`config.mk`:
```
export PLATFORM = sky130hd
export DESIGN_NAME = complex_mult_sequencer_flat
export DESIGN_NICKNAME = d
export VERILOG_FILES = /design/src/rtl/complex_mult_sequencer_if.sv /design/src/rtl/complex_mult_sequencer.sv /design/src/flat_wrapper.sv
export SDC_FILE = /design/constraint.sdc
export NUM_CORES = 1
export LEC_CHECK = 0
export BUFFER_PORTS_ARGS = -buffer_cell sky130_fd_sc_hd__buf_2
export CAP_MARGIN = 5
export CORE_ASPECT_RATIO = 0.75
export CORE_MARGIN = 8
export CORE_UTILIZATION = 30
export CTS_CLUSTER_DIAMETER = 150
export CTS_CLUSTER_SIZE = 8
export DETAILED_ROUTE_END_ITERATION = 8
export GPL_ROUTABILITY_DRIVEN = 0
export GPL_TIMING_DRIVEN = 0
export MAX_ROUTING_LAYER = met4
export SLEW_MARGIN = 10
export SYNTH_ARGS = -nofsm -noshare
export SYNTH_HDL_FRONTEND = slang
export SYNTH_SLANG_ARGS = --single-unit
```
`constraint.sdc`:
```
create_clock -name Clk -period 8 [get_ports Clk]
set_input_delay 0.4 -clock Clk [delete_from_list [all_inputs] [get_ports Clk]]
set_output_delay 0.4 -clock Clk [all_outputs]
set_load 0.005 [all_outputs]
```
`src/rtl/complex_mult_sequencer_if.sv`:
```
// Operand/result handshake bundle for complex_mult_sequencer.
// master: operand source and result consumer side; slave: the sequencer.
interface complex_mult_sequencer_if;
    logic        In_Valid;
    logic        In_Ready;
    logic [15:0] In_Op1;
    logic [15:0] In_Op2;
    logic        Out_Valid;
    logic        Out_Ready;
    logic [33:0] Out_Data;

    modport master (
        output In_Valid,
        output In_Op1,
        output In_Op2,
        output Out_Ready,
        input  In_Ready,
        input  Out_Valid,
        input  Out_Data
    );

    modport slave (
        input  In_Valid,
        input  In_Op1,
        input  In_Op2,
        input  Out_Ready,
        output In_Ready,
        output Out_Valid,
        output Out_Data
    );
endinterface

```
`src/rtl/complex_mult_sequencer.sv`:
```
// Time-multiplexed complex multiplier: one shared 8x8 signed multiplier is
// stepped through ac, bd, ad, bc and the partial products are accumulated
// into 16-bit wrapping real/imag sums. Result packed as
// {Real[15], Real, Imag[15], Imag}.
// Optional macro CMPLX_SEQ_CONJ_EN adds In_Conj (latched at accept); when set
// the block computes op1 * conj(op2).
//
// state | meaning
// IDLE  | waiting for an operand pair
// AC    | multiply a*c, Real += p
// BD    | multiply b*d, Real -= p (conj: Real += p)
// AD    | multiply a*d, Imag += p (conj: Imag -= p)
// BC    | multiply b*c, Imag += p, load result
// OUT   | result presented, waiting for Out_Ready
module complex_mult_sequencer (
    input  logic                     Clk,
    input  logic                     Reset,
    complex_mult_sequencer_if.slave  bus,
`ifdef CMPLX_SEQ_CONJ_EN
    input  logic                     In_Conj,
`endif
    output logic                     Busy
);

    typedef enum logic [2:0] {
        IDLE = 3'd0,
        AC   = 3'd1,
        BD   = 3'd2,
        AD   = 3'd3,
        BC   = 3'd4,
        OUT  = 3'd5
    } state_t;

    state_t state;
    state_t state_next;

    logic               accept;
    logic               in_ready;
    logic signed [7:0]  mul_x;
    logic signed [7:0]  mul_y;
    logic signed [15:0] product;

    logic [7:0]  op_a;
    logic [7:0]  op_b;
    logic [7:0]  op_c;
    logic [7:0]  op_d;
    logic        conj_q;
    logic [15:0] real_acc;
    logic [15:0] imag_acc;
    logic [15:0] real_next;
    logic [15:0] imag_next;

    logic        out_valid;
    logic [33:0] out_data;
    logic        busy_q;

    // Both operands are sign-extended to 16 bits so the low half of the
    // product is the exact signed 8x8 result.
    assign product = 16'(mul_x) * 16'(mul_y);

    // State register; reset overrides accept and handoff.
    always_ff @(posedge Clk) begin
        if (Reset) state <= IDLE;
        else       state <= state_next;
    end

    // Next-state: fixed four-step product sequence, OUT waits on the consumer.
    always_comb begin
        state_next = state;
        case (state)
            IDLE: if (accept) state_next = AC;
            AC:   state_next = BD;
            BD:   state_next = AD;
            AD:   state_next = BC;
            BC:   state_next = OUT;
            OUT:  if (bus.Out_Ready) state_next = bus.In_Valid ? AC : IDLE;
            default: state_next = IDLE;
        endcase
    end

    // FSM outputs: input-side ready and multiplier operand select.
    always_comb begin
        in_ready = (state == IDLE) || ((state == OUT) && bus.Out_Ready);
        accept   = bus.In_Valid && in_ready;
        mul_x    = '0;
        mul_y    = '0;
        case (state)
            AC: begin mul_x = op_a; mul_y = op_c; end
            BD: begin mul_x = op_b; mul_y = op_d; end
            AD: begin mul_x = op_a; mul_y = op_d; end
            BC: begin mul_x = op_b; mul_y = op_c; end
            default: begin mul_x = '0; mul_y = '0; end
        endcase
    end

    // Accumulator update for the current step; accept clears for a new pair.
    always_comb begin
        real_next = real_acc;
        imag_next = imag_acc;
        if (accept) begin
            real_next = '0;
            imag_next = '0;
        end else begin
            case (state)
                AC: real_next = real_acc + product;
                BD: real_next = conj_q ? (real_acc + product) : (real_acc - product);
                AD: imag_next = conj_q ? (imag_acc - product) : (imag_acc + product);
                BC: imag_next = imag_acc + product;
                default: ;
            endcase
        end
    end

    // Operand capture at accept and accumulator registers.
    always_ff @(posedge Clk) begin
        if (Reset) begin
            op_a     <= '0;
            op_b     <= '0;
            op_c     <= '0;
            op_d     <= '0;
            real_acc <= '0;
            imag_acc <= '0;
        end else begin
            if (accept) begin
                op_a <= bus.In_Op1[15:8];
                op_b <= bus.In_Op1[7:0];
                op_c <= bus.In_Op2[15:8];
                op_d <= bus.In_Op2[7:0];
            end
            real_acc <= real_next;
            imag_acc <= imag_next;
        end
    end

`ifdef CMPLX_SEQ_CONJ_EN
    // Conjugate select is held for the whole transaction.
    always_ff @(posedge Clk) begin
        if (Reset)       conj_q <= 1'b0;
        else if (accept) conj_q <= In_Conj;
    end
`else
    assign conj_q = 1'b0;
`endif

    // Registered outputs: result loads on leaving BC and is held after handoff.
    always_ff @(posedge Clk) begin
        if (Reset) begin
            out_valid <= 1'b0;
            out_data  <= '0;
            busy_q    <= 1'b0;
        end else begin
            out_valid <= (state_next == OUT);
            busy_q    <= (state_next != IDLE);
            if (state == BC)
                out_data <= {real_next[15], real_next, imag_next[15], imag_next};
        end
    end

    assign bus.In_Ready  = in_ready;
    assign bus.Out_Valid = out_valid;
    assign bus.Out_Data  = out_data;
    assign Busy          = busy_q;

endmodule
```
`src/flat_wrapper.sv`:
```
// flat-port wrapper written by rule: the top's interface ports become plain ports
module complex_mult_sequencer_flat 
  (Clk, Reset, Busy, bus_In_Valid, bus_In_Op1, bus_In_Op2, bus_Out_Ready, bus_In_Ready, bus_Out_Valid, bus_Out_Data);
  complex_mult_sequencer_if bus_i ();
  input  logic Clk;
  input  logic Reset;
  output logic Busy;
  input wire logic [$bits(bus_i.In_Valid)-1:0] bus_In_Valid;
  input wire logic [$bits(bus_i.In_Op1)-1:0] bus_In_Op1;
  input wire logic [$bits(bus_i.In_Op2)-1:0] bus_In_Op2;
  input wire logic [$bits(bus_i.Out_Ready)-1:0] bus_Out_Ready;
  output wire logic [$bits(bus_i.In_Ready)-1:0] bus_In_Ready;
  output wire logic [$bits(bus_i.Out_Valid)-1:0] bus_Out_Valid;
  output wire logic [$bits(bus_i.Out_Data)-1:0] bus_Out_Data;
  assign bus_i.In_Valid = bus_In_Valid;
  assign bus_i.In_Op1 = bus_In_Op1;
  assign bus_i.In_Op2 = bus_In_Op2;
  assign bus_i.Out_Ready = bus_Out_Ready;
  assign bus_In_Ready = bus_i.In_Ready;
  assign bus_Out_Valid = bus_i.Out_Valid;
  assign bus_Out_Data = bus_i.Out_Data;
  complex_mult_sequencer u_core (.Clk(Clk), .Reset(Reset), .bus(bus_i), .Busy(Busy));
endmodule
```
==> metrics.md <==
| Metric | Value |
|---|---|
| # clock sinks | `about 100` |
| CP Depth | `27` |
| CP startpoint kind | `flip-flop` |
| Slew @ Worst Pin | `838 ps` |
| Seq pwr share | `between 30 and 40%` |
| Cell area after synthesis | `7980 um^2` |
| Slew headroom | `44.1%` |
| Clock network power share | `a little over a quarter` |
| First-pass GRT wire length | `36700 um` |
| Site Rows | `51` |
| Switching part of the total | `39.1%` |
| DR iter-0 viols | `about 490` |
| Core footprint | `~26000 um^2` |
| R2r setup slk | `370 ps` |
| Share of cells above drive strength 1 | `around an eighth` |
| Hpwl dp | `between 15000 and 20000 um` |
| FILL cells | `~2800` |
| H-tree levels | `3` |
| TritonRoute pass-1 iters | `5` |
| Clock Path Buffers | `2` |
| Maximum clock frequency | `about 0.13 GHz` |
| Tcrit/Tclk final | `approximately 95%` |
| Vias in the first global route | `6617` |
| Min-Delay Path Class | `input pin to flip-flop` |
| Slowest-stage cell, CP | `a22oi_1` |
| Post-synth ARST share | `0%` |
| Die Y | `157 um` |
| Initial Util | `30.7%` |
| Largest net degree at the start of global routing | `20` |
| Worst-path maximum fanout | `8` |
| R2R depth | `27` |
| PortBufs | `71` |
| Syn-to-layout area delta | `14.4%` |
| PwrDens | `approximately 190 nW/um^2` |
| Combinational group share of total power | `40.0%` |
| Mapped Cells | `997` |
| CTS Hold Bufs | `0` |
| Synth area leaders | `dfxtp_1 (25%), fa_1 (14%), ha_1 (9.4%), nand2_1 (8.1%), a21oi_1 (7.1%)` |
| Setup TNS | `0 ps` |
| Critical path's largest stage delay | `between 600 and 700 ps` |
| Min Tclk post-route | `7630 ps` |
| Max-slew violations | `0` |
| Data arrival, critical path | `7930 ps` |
| Via count | `6956` |
| Final Skew | `about 15 ps` |
| Yosys reg bits | `about 100` |
| Initial antenna violation count | `0` |
| Final #Nets | `between 1000 and 1500` |
| Final core occ | `35.1%` |
| Top cell type by total area after synthesis | `dfxtp_1` |
| Final Total Pwr | `1.70 mW` |
| Most used DFF post-synth | `dfxtp_1` |
| CTS tree | `done` |
| Setup-failing EPs final | `0` |
| Crit path required time | `8300 ps` |
| Crit path kind | `flip-flop to flip-flop` |
| Crit path buf inv count | `5` |
| # IOs | `between 70 and 80` |
| Die X | `between 200 and 250 um` |
| Yosys warnings | `0` |
| Status | `completed` |
| RSZ-0062 raised after global routing | `false` |
| Hold path cells | `3` |
| Antenna Nets Post-Route | `0` |
| WL per Instance | `16.0 um` |
| Post-Synthesis Net Count | `1150` |
| Max_cap viols | `0` |
| CP endpoint kind | `flip-flop` |
| Net load switching power | `around 0.66 mW` |
| P_int | `1.03 mW` |
| Die area | `about 32000 um^2` |
| Gr usage total | `14.8%` |
| Most common cell after layout, fill and taps aside | `nand2_1` |
| Root Buffer | `clkbuf_16` |
| Static leakage | `4.02 nW` |
| Area share of the largest cell type after synthesis | `around a quarter` |
| Vias per cell | `4.87` |
| N_diodes | `0` |
| Seq/Total Area, Yosys | `25.3%` |
| Total gr overflow | `0` |
| Commonest non-fill, non-tap cells in the layout | `nand2_1 (172), inv_1 (113), a21oi_1 (113)` |
| Clock transition at the registers of the reported paths | `80 ps` |
| Hold Vio Cnt, Final | `0` |
| Number of flops mapped to enable cells by yosys | `0` |
| Distinct cells, synth | `67` |
| DRT Wirelength | `22900 um` |
| Clk Latency, worst-skew pair | `between 300 and 400 ps` |
| Drc violations | `0` |
| Avg Cell Area, Syn | `8.01 um^2` |
| TritonCTS buffer count | `9` |
| Cell family with most CP delay | `adder cells` |
| VDD IR max | `between 0.1 and 0.15 mV` |
through the flow:
stage / hold slack (ps) / cells / area (um^2) / setup WS [ps]
after floorplan: 436 / 997 / 7980 / 1160
after global placement: 439 / 1412 / 8770 / 199
after detailed placement: 442 / 1412 / 8770 / 140
after CTS: 256 / 1428 / 9060 / 97.1
after global routing: 272 / 1428 / 9130 / 13.5
final: 268 / 1428 / 9130 / 368
tightest hold or removal path, delay by kind of cell:
kind / cells / cell delay [ps]
buffers and inverters: 1 / 90
and+or+nand+nor: 1 / 50
AOI/OAI and AO/OA: 1 / 50
power groups by stage:
stage | sequential [mW] | combinational, mW | clock (mW)
2_1_floorplan | 0.572 | 0.508 | 0
3_3_place_gp | 0.581 | 0.653 | 0
3_5_place_dp | 0.582 | 0.660 | 0
4_1_cts | 0.570 | 0.664 | 0.461
5_1_grt | 0.577 | 0.754 | 0.479
6_report | 0.572 | 0.679 | 0.446
routing by layer:
metal	up-vias	track usage [%]	share of wire (%)
met3	11	2.34	4.8
met5	-	-	0
met4	0	2.36	0.63
met2	182	20.7	41
met1	3316	22.3	53
li1	3447	-	-
path summary, 6_finish.rpt:
check | startpoint | endpoint
worst max register to register | u_core.state[2] | u_core.real_acc[15]
worst min-delay path | bus_In_Op2[13] | u_core.op_c[5]
worst min register to register | u_core.bus.Out_Data[29] | u_core.bus.Out_Data[29]
worst max-delay path | u_core.state[2] | u_core.real_acc[15]
cells by family (layout without fill, tap and decap cells):
logic type	Yosys count	after routing	share of synthesized area, %
AOI/OAI and AO/OA	201	201	15.9
muxes	3	3	0.376
and+or+nand+nor	371	371	21.0
buffers and inverters	153	240	7.84
xor gates and xnor gates	51	51	5.83
adders and majority gates	117	117	23.7
DFF	101	101	25.3
state kept, by name, indices dropped and copies added, names as in the netlist:
register and cells:
u_core.op_d 8, u_core.state 3, u_core.op_b 8, u_core.bus.Out_Data 32, u_core.op_a 8, u_core.bus.Out_Valid 1, u_core.Busy 1, u_core.op_c 8
u_core.real_acc 16, u_core.imag_acc 16
synth_stat cells (3+ instances only):
cell type  instances
nand2_1          172
a21oi_1          113
inv_1            113
dfxtp_1          101
nor2_1            86
ha_1              60
fa_1              57
xnor2_1           32
clkbuf_1          29
nand3_1           18
o21ai_0           18
xor2_1            18
or2_2             15
a22oi_1           14
nor3_1            14
and2_1            11
nor2b_1           11
or3_1             11
nand2b_1           9
a21o_1             7
a2111oi_0          5
a31oi_1            5
and3_1             5
a211oi_1           4
o31ai_1            4
buf_4              3
buf_6              3
mux2i_1            3
o211ai_1           3
o21a_1             3
timing repair:
item / CTS / global route
gates resized for setup: 0 / 13
setup buffers: 0 / 2
endpoints found under the setup margin: 0 / 5
layout make-up:
cell class	instances	area, um^2	area share (%)
multi-input combinational	743	5400	59.1
sequential	101	2020	22.1
tap	344	430	4.71
inverter	113	424	4.65
timing repair buffer	73	370	4.06
clock buffer	10	229	2.51
buffer	38	194	2.12
clock inverter	6	62.6	0.685
Power figures use the tool's default switching activity.
